**src/rtl/raycast_pkg.sv**
```systemverilog
// raycast_pkg: shared fixed-point types and helpers for the raycaster column
// generator.
//   fp88_t    - signed 8.8 fixed point value
//   FRAC_BITS - fractional bits of fp88_t
//   FP_ONE    - 1.0 in 8.8
//   state_t   - column generator FSM states
//   sat16     - clamp a 17-bit signed sum into the fp88_t range
package raycast_pkg;

  typedef logic signed [15:0] fp88_t;

  localparam int    FRAC_BITS = 8;
  localparam fp88_t FP_ONE    = 16'sh0100;

  typedef enum logic [1:0] {
    IDLE  = 2'd0,
    ISSUE = 2'd1,
    DRAIN = 2'd2
  } state_t;

  function automatic fp88_t sat16(input logic signed [16:0] x);
    if (x > 17'sd32767)
      return 16'sh7FFF;
    else if (x < -17'sd32768)
      return 16'sh8000;
    else
      return x[15:0];
  endfunction

endpackage

```
**src/rtl/fp_mul_8_8.sv**
```systemverilog
// fp_mul_8_8: one-cycle registered signed 8.8 x 8.8 multiply.
// Ports:
//   clk - clock
//   rst - asynchronous active-high reset (clears the product)
//   en  - load enable; the product register holds while low
//   a,b - signed 8.8 operands
//   p   - registered 8.8 product, bits [23:8] of the full 32-bit product
module fp_mul_8_8
  import raycast_pkg::*;
(
  input  logic  clk,
  input  logic  rst,
  input  logic  en,
  input  fp88_t a,
  input  fp88_t b,
  output fp88_t p
);

  logic signed [31:0] full;
  logic               full_unused;

  assign full = a * b;

  // Integer bits above 8.8 range and the dropped fraction are discarded
  // (wraps rather than saturates, matching the downstream adder's input).
  assign full_unused = ^{full[31:FRAC_BITS+16], full[FRAC_BITS-1:0]};

  always_ff @(posedge clk or posedge rst) begin
    if (rst)
      p <= '0;
    else if (en)
      p <= full[FRAC_BITS+15:FRAC_BITS];
  end

endmodule

```
**src/rtl/ray_column_gen.sv**
```systemverilog
// ray_column_gen: once per frame, emits one ray direction per screen column.
//   cameraX = 2*col/W - 1, rayDir = dir + plane*cameraX (8.8, saturated).
// Ports:
//   clk_in, rst_in                    - clock, async active-high reset
//   start_in                          - frame start pulse, honoured only when idle
//   posX_in..planeY_in                - pose, latched at start
//   ready_in                          - downstream accepts current ray
//   valid_out, col_out                - ray valid and its column index
//   rayDirX_out, rayDirY_out          - ray direction (8.8)
//   posX_out, posY_out                - position latched for this frame
//   busy_out                          - frame in progress
//   frame_done_out                    - pulse the cycle after column W-1 is accepted
//   state_out                         - FSM state, for observation
// Handshake: a ray transfers on a clock edge where valid_out & ready_in; while
// valid_out & ~ready_in every output is held unchanged. All three pipeline
// stages advance together on adv = ~valid_out | ready_in.
module ray_column_gen
  import raycast_pkg::*;
#(
  parameter int SCREEN_WIDTH = 320,
  parameter int COL_W        = $clog2(SCREEN_WIDTH),
  parameter int CAM_STEP     = (2**17 + SCREEN_WIDTH/2) / SCREEN_WIDTH
) (
  input  logic             clk_in,
  input  logic             rst_in,
  input  logic             start_in,
  input  logic [15:0]      posX_in,
  input  logic [15:0]      posY_in,
  input  logic [15:0]      dirX_in,
  input  logic [15:0]      dirY_in,
  input  logic [15:0]      planeX_in,
  input  logic [15:0]      planeY_in,
  input  logic             ready_in,
  output logic             valid_out,
  output logic [COL_W-1:0] col_out,
  output logic [15:0]      rayDirX_out,
  output logic [15:0]      rayDirY_out,
  output logic [15:0]      posX_out,
  output logic [15:0]      posY_out,
  output logic             busy_out,
  output logic             frame_done_out,
  output logic [1:0]       state_out
);

  localparam logic [COL_W-1:0]  LAST_COL = COL_W'(SCREEN_WIDTH - 1);
  localparam logic signed [24:0] CAM_INC  = 25'(CAM_STEP);
  // -1.0 in 8.16
  localparam logic signed [24:0] ACC_INIT = -(25'(FP_ONE) <<< FRAC_BITS);

  state_t             state;
  fp88_t              pos_x, pos_y, dir_x, dir_y, plane_x, plane_y;
  logic [COL_W-1:0]   col_cnt;
  logic signed [24:0] acc;
  logic               acc_unused;
  logic               adv;

  logic               s0_valid;
  logic [COL_W-1:0]   s0_col;
  fp88_t              s0_cam;
  logic               s1_valid;
  logic [COL_W-1:0]   s1_col;
  fp88_t              prod_x, prod_y;
  logic signed [16:0] sum_x, sum_y;

  assign adv        = ~valid_out | ready_in;
  assign state_out  = state;
  assign posX_out   = pos_x;
  assign posY_out   = pos_y;
  // acc carries 8.16; only the 8.8 window feeds cameraX
  assign acc_unused = ^{acc[24], acc[7:0]};

  // Frame control: pose latch, column counter, cameraX accumulator.
  always_ff @(posedge clk_in or posedge rst_in) begin
    if (rst_in) begin
      state          <= IDLE;
      pos_x          <= '0;
      pos_y          <= '0;
      dir_x          <= '0;
      dir_y          <= '0;
      plane_x        <= '0;
      plane_y        <= '0;
      col_cnt        <= '0;
      acc            <= '0;
      busy_out       <= 1'b0;
      frame_done_out <= 1'b0;
    end else begin
      frame_done_out <= 1'b0;
      case (state)
        IDLE: begin
          if (start_in) begin
            pos_x    <= posX_in;
            pos_y    <= posY_in;
            dir_x    <= dirX_in;
            dir_y    <= dirY_in;
            plane_x  <= planeX_in;
            plane_y  <= planeY_in;
            col_cnt  <= '0;
            acc      <= ACC_INIT;
            busy_out <= 1'b1;
            state    <= ISSUE;
          end
        end
        ISSUE: begin
          if (adv) begin
            col_cnt <= col_cnt + COL_W'(1);
            acc     <= acc + CAM_INC;
            if (col_cnt == LAST_COL)
              state <= DRAIN;
          end
        end
        DRAIN: begin
          if (valid_out && ready_in && col_out == LAST_COL) begin
            frame_done_out <= 1'b1;
            busy_out       <= 1'b0;
            state          <= IDLE;
          end
        end
        default: state <= IDLE;
      endcase
    end
  end

  fp_mul_8_8 u_mul_x (
    .clk (clk_in),
    .rst (rst_in),
    .en  (adv),
    .a   (plane_x),
    .b   (s0_cam),
    .p   (prod_x)
  );

  fp_mul_8_8 u_mul_y (
    .clk (clk_in),
    .rst (rst_in),
    .en  (adv),
    .a   (plane_y),
    .b   (s0_cam),
    .p   (prod_y)
  );

  assign sum_x = $signed({dir_x[15], dir_x}) + $signed({prod_x[15], prod_x});
  assign sum_y = $signed({dir_y[15], dir_y}) + $signed({prod_y[15], prod_y});

  // S0 issue -> S1 multiply (inside fp_mul_8_8) -> S2 add/saturate to outputs.
  always_ff @(posedge clk_in or posedge rst_in) begin
    if (rst_in) begin
      s0_valid    <= 1'b0;
      s0_col      <= '0;
      s0_cam      <= '0;
      s1_valid    <= 1'b0;
      s1_col      <= '0;
      valid_out   <= 1'b0;
      col_out     <= '0;
      rayDirX_out <= '0;
      rayDirY_out <= '0;
    end else if (adv) begin
      s0_valid    <= (state == ISSUE);
      s0_col      <= col_cnt;
      s0_cam      <= acc[23:8];
      s1_valid    <= s0_valid;
      s1_col      <= s0_col;
      valid_out   <= s1_valid;
      col_out     <= s1_col;
      rayDirX_out <= sat16(sum_x);
      rayDirY_out <= sat16(sum_y);
    end
  end

endmodule

```
**config.mk**
```make
export PLATFORM = sky130hd
export DESIGN_NAME = ray_column_gen
export DESIGN_NICKNAME = d
export VERILOG_FILES = /design/src/rtl/raycast_pkg.sv /design/src/rtl/fp_mul_8_8.sv /design/src/rtl/ray_column_gen.sv
export SDC_FILE = /design/constraint.sdc
export NUM_CORES = 2
export LEC_CHECK = 0
export CAP_MARGIN = 10
export CORE_ASPECT_RATIO = 1.25
export CORE_MARGIN = 2
export CORE_UTILIZATION = 35
export DETAILED_ROUTE_END_ITERATION = 8
export DONT_BUFFER_PORTS = 1
export SYNTH_ARGS = -nofsm -noshare
export SYNTH_HDL_FRONTEND = slang
export SYNTH_SLANG_ARGS = --single-unit
```
**constraint.sdc**
```tcl
create_clock -name clk_in -period 11.6 [get_ports clk_in]
set_input_delay 2.32 -clock clk_in [delete_from_list [all_inputs] [get_ports clk_in]]
set_output_delay 2.32 -clock clk_in [all_outputs]
set_load 0.02 [all_outputs]
```
======== After elaboration in Yosys (flattened, before gate mapping) ========
Index checks and enable logic that the tools add are counted.
word-level totals
  bits in registers ....................... 244
  input bits .............................. 100
  output and inout bits ................... 78
  logic and storage cells ................. 71
cells by class
  $add $sub $neg .......................... 4
  multiply operators ...................... 2
  magnitude comparators ................... 4
  equality and inequality tests ........... 8
  muxes and demuxes ....................... 20
  bitwise gates (word level) .............. 2
  reduce and logical (&&, ||, !) cells .... 9
operators with widths
  operator                                                          count
  two-way mux 16 bit                                                4
  two-way mux 25 bit                                                2
  one-hot mux 25 bit (2 select lines)                               1
  multiplier 16 x 16 -> 24 bit                                      2
  adder 16 x 16 -> 17 bit                                           2
  greater-than comparator 17 x 16 -> 1 bit (second input constant)  2
  less-than comparator 17 x 16 -> 1 bit (second input constant)     2
  adder 25 x 10 -> 25 bit (second input constant)                   1
  equality test 9 bit (second input constant)                       2
  two-way mux 9 bit                                                 2
  one-hot mux 9 bit (2 select lines)                                1
  adder 9 x 1 -> 9 bit (second input constant)                      1
  two-way mux 2 bit                                                 4
  != test 2 bit (second input constant)                             4
  one-hot mux 2 bit (3 select lines)                                1
  AND reduction 3 bit                                               2
  two-way mux 1 bit                                                 4
  AND reduction 4 bit                                               1
  nonzero test 2 bit                                                2
  equality test 2 x 1 -> 1 bit (second input constant)              1
  equality test 2 bit (second input constant)                       1
  logical AND 1 bit                                                 2
  zero test 2 bit                                                   1
  one-hot mux 1 bit (2 select lines)                                1
  3 further kinds                                                   3

======== Logic depth before layout (Yosys ltp) ========
  word-level depth ........................ 4
  gate-level depth with buffers ........... 24
  mapped depth without buffers ............ 22

======== Hierarchy ========
Synthesis repeated with hierarchy kept, for this count alone.
second synthesis, totals
  cell total of the unflattened synthesis .. 2,907
  area, all modules ....................... 26,030.0 um^2
modules (own cells, without submodules)
  module                times used  cells an instance  area an instance (um^2)
  ray_column_gen        1           1,158              10,020.9
  fp_mul_8_8 (u_mul_x)  1           876                8,027.7
  fp_mul_8_8 (u_mul_y)  1           873                7,981.4

======== Least setup slack after synthesis ========
OpenSTA, ideal clock, no wires.
  kind .................................... reg2reg
  start ................................... register s0_cam[7]
  end ..................................... register u_mul_x.p[15]
  setup time .............................. 0.137 ns
  arrival time ............................ 5.777 ns
  data required time ...................... 11.463 ns
  setup slack ............................. 5.686 ns
  stages on the path, launching flop included .. 25
  cell sequence ........................... dfrtp_1 clkbuf_1 clkbuf_1 nand2_1 fa_1 inv_1 fa_1 inv_1 fa_1 inv_1 fa_1 fa_1 inv_1 fa_1 inv_1 ha_1 and4_1 a21o_1 a21oi_1 o21a_1 o211a_1 or2_2 o2111ai_1 xnor2_1 a21oi_1
between the ends
  word-level cells in the longest chain between the ends .. 1
RTL lines
  item                          RTL line               source
  start: declaration            ray_column_gen.sv:59   fp88_t s0_cam;
  start signal: assignment      ray_column_gen.sv:159  s0_cam <= acc[23:8];
  multiplier 16 x 16 -> 24 bit  fp_mul_8_8.sv:22       assign full = a * b;
  end signal: assignment        fp_mul_8_8.sv:32       p <= full[FRAC_BITS+15:FRAC_BITS];
  end: declaration              fp_mul_8_8.sv:16       output fp88_t p
Every way passes these cells.
A chain may end at the register's enable or synchronous reset.

======== Final worst setup path ========
  start ................................... register s0_cam[5]
  end ..................................... register u_mul_x.p[15]
The elaborated chain is that of the path after synthesis.

==> results.sh <==
export IMPL_cp_startpoint="s0_cam[5]"
export IMPL_powerDensity_nw_per_um2=95.89
export IMPL_wl_um=63890
export IMPL_min_path_type="register to register"
export IMPL_hold_viol_final=0
export IMPL_viasPerCell=4.762
export IMPL_drive_gt1_frac=0.03462
export IMPL_seq_area_frac_synth=0.2368
export IMPL_hpwl_um=48450
export IMPL_wl_met1_um=25530
export IMPL_max_cap_violations=0
export IMPL_dr_wl_met3_um=2160
export IMPL_ys_seq_elements=242
export IMPL_layout_nets=3456
export IMPL_path_clk_slew_ps=60
export IMPL_crit_path_start_kind="register"
export IMPL_gr_total_overflow=0
export IMPL_largest_reg_flops=23
export IMPL_cts_resized=0
export IMPL_status="finished, final reports clean"
export IMPL_min_period_ps=6370
export IMPL_io_buffers=0
export IMPL_clkLatencyLatePin_ps=610
export IMPL_grt_pass1_wl_um=104400
export IMPL_async_flop_share=1.000
export IMPL_htree_levels=1
export IMPL_coreArea_um2=72120
export IMPL_dieWidth_um=245.8
export IMPL_yosysMostFrequentCell="nand2_1"
export IMPL_r2r_start="s0_cam[5]"
export IMPL_timing_final_crit_share=0.5492
export IMPL_wl_met2_um=34340
export IMPL_first_iter_violations=790
export IMPL_drtAntennaViolNets=0
export IMPL_first_pass_iters=4
export IMPL_synth_common_cells="nand2_1 (698), inv_1 (491), fa_1 (374)"
export IMPL_rows=110
export IMPL_cts_setup_buffers=0
export IMPL_synth_warnings=0
export IMPL_leakage_uw=0.01404
export IMPL_critPathKind="register to register"
export IMPL_grt_max_degree=120
export IMPL_postCtsHoldBufs=0
export IMPL_gp_congestion=0.8501
export IMPL_finClkSkew_ps=17.71
export IMPL_min_from="s0_cam[3]"
export IMPL_area_growth_syn_to_layout_pct=7.710
export IMPL_setup_viol=0
export IMPL_vdd_drop_max_mv=0.1284
export IMPL_grt_setup_unrepaired="false"
export IMPL_netlist_area_um2=25570
export IMPL_grt_pass1_vias=19370
export IMPL_worst_pin_slew_ps=919.3
export IMPL_end_kind="register"
export IMPL_root_buffer="clkbuf_16"
export IMPL_cp_max_fo=18
export IMPL_drc=0
export IMPL_cts_sinks=242
export IMPL_synth_top_flop_cell="dfrtp_1"
export IMPL_syn_inst=2877
export IMPL_die_y_um=306.2
export IMPL_die_area_um2=75260
export IMPL_slew_viol_final=0
export IMPL_numCtsBuffers=29
export IMPL_io_pins=178
export IMPL_antenna_found_initial=1
export IMPL_initial_utilization=0.3546
export IMPL_synth_net_count=3525
export IMPL_fmax_mhz=157.0
export IMPL_ys_types=61
export IMPL_highest_layer="met4"
export IMPL_synth_edff_count=0
export IMPL_finalSetupTns_ps=0
export IMPL_wl_per_cell_um=16.88
export IMPL_top_register="acc"
export IMPL_syn_area_per_cell_um2=8.889
export IMPL_synth_top_area_share=0.2928
export IMPL_cp_arrival_ps=6810
export IMPL_synth_top_cells_by_area="fa_1 (29%), dfrtp_1 (24%), nand2_1 (10%)"
export IMPL_grtUsageTotal=0.1750
export IMPL_cts_buffer_depth=3
export IMPL_yosysTopAreaCell="fa_1"
export IMPL_critPathRequiredTime_ps=12040
export IMPL_hold_slack_ps=464.4
export IMPL_vias=18020
export IMPL_max_slew_margin_rel=0.3872
export IMPL_cts_tree="yes"
export IMPL_utilization=0.3820
layer usage:
layer,up-vias,global-route usage
met5,-,0
met4,0,0.04877
met3,94,0.02110
met2,298,0.3279
met1,9096,0.2083
li1,8532,-
worst paths after layout:
path / cells past startpoint / to / slack, ps
min in group asynchronous: 1 / posX_out[0] / 1700
worst min-delay path: 2 / s0_cam[3] / 460
worst max-delay path: 22 / u_mul_x.p[15] / 5230
worst max register to register: 22 / u_mul_x.p[15] / 5230
max in group asynchronous: 3 / u_mul_x.p[14] / 7690
worst min register to register: 2 / s0_cam[3] / 460
layout make-up:
cell class | count | area, um^2
inverter | 491 | 1851
fill | 7400 | 44570
antenna | 1 | 2.502
tap | 952 | 1191
sequential | 242 | 6056
timing repair buffer | 26 | 195.2
clock buffer | 39 | 793.3
multi-input combinational | 2018 | 17230
clock inverter | 15 | 231.5
report_power, final:
group	leakage (uW)	switching, uW	internal [uW]	total (uW)
registers	0.00321	216	979	1200
clock network	0.000496	404	594	998
logic	0.0103	304	143	448
through the flow:
stage               setup slack (ps)  power [uW]  cells  instance area, um^2
CTS                             5250        2686   3783                27540
floorplan                       2635        1482   2877                25570
global placement                5280        1652   3729                26520
detailed placement              5254        1664   3729                26520
global route                    4891        2782   3784                27550
finish                          5230        2641   3784                27550
cells by family after synthesis:
logic type,count (synthesis),synth area share
AO/OA/AOI/OAI,233,0.05744
XOR/XNOR,113,0.03943
adder cells (fa/ha/maj),554,0.3802
buffers and inverters,617,0.09061
flip-flops,242,0.2368
AND/OR/NAND/NOR,1118,0.1955
critical path: stages (launching register included):
cell and delay [ps]:
dfrtp_1 740, buf_4 350, and2_1 180, fa_1 410
inv_1 80, fa_1 430, fa_1 530, inv_1 70
fa_1 490, fa_1 490, inv_1 50, fa_1 480
inv_1 40, ha_1 310, and4_1 210, a21o_1 110
a21oi_1 40, o21a_1 150, o211a_1 270, or2_2 330
o2111ai_1 230, xnor2_1 140, a21oi_1 80
cells in the final DEF (no fill, tap or decap), types with 15 or more instances in the layout:
master,n
inv_1,490
o21a_1,16
dfrtp_1,242
o21ai_0,66
ha_1,174
xnor2_1,67
xor2_1,45
buf_4,26
clkbuf_16,29
nand2_1,697
a21oi_1,78
and2_1,219
fa_1,374
nor2_1,97
nand3_1,15
Power figures use the tool's default switching activity.
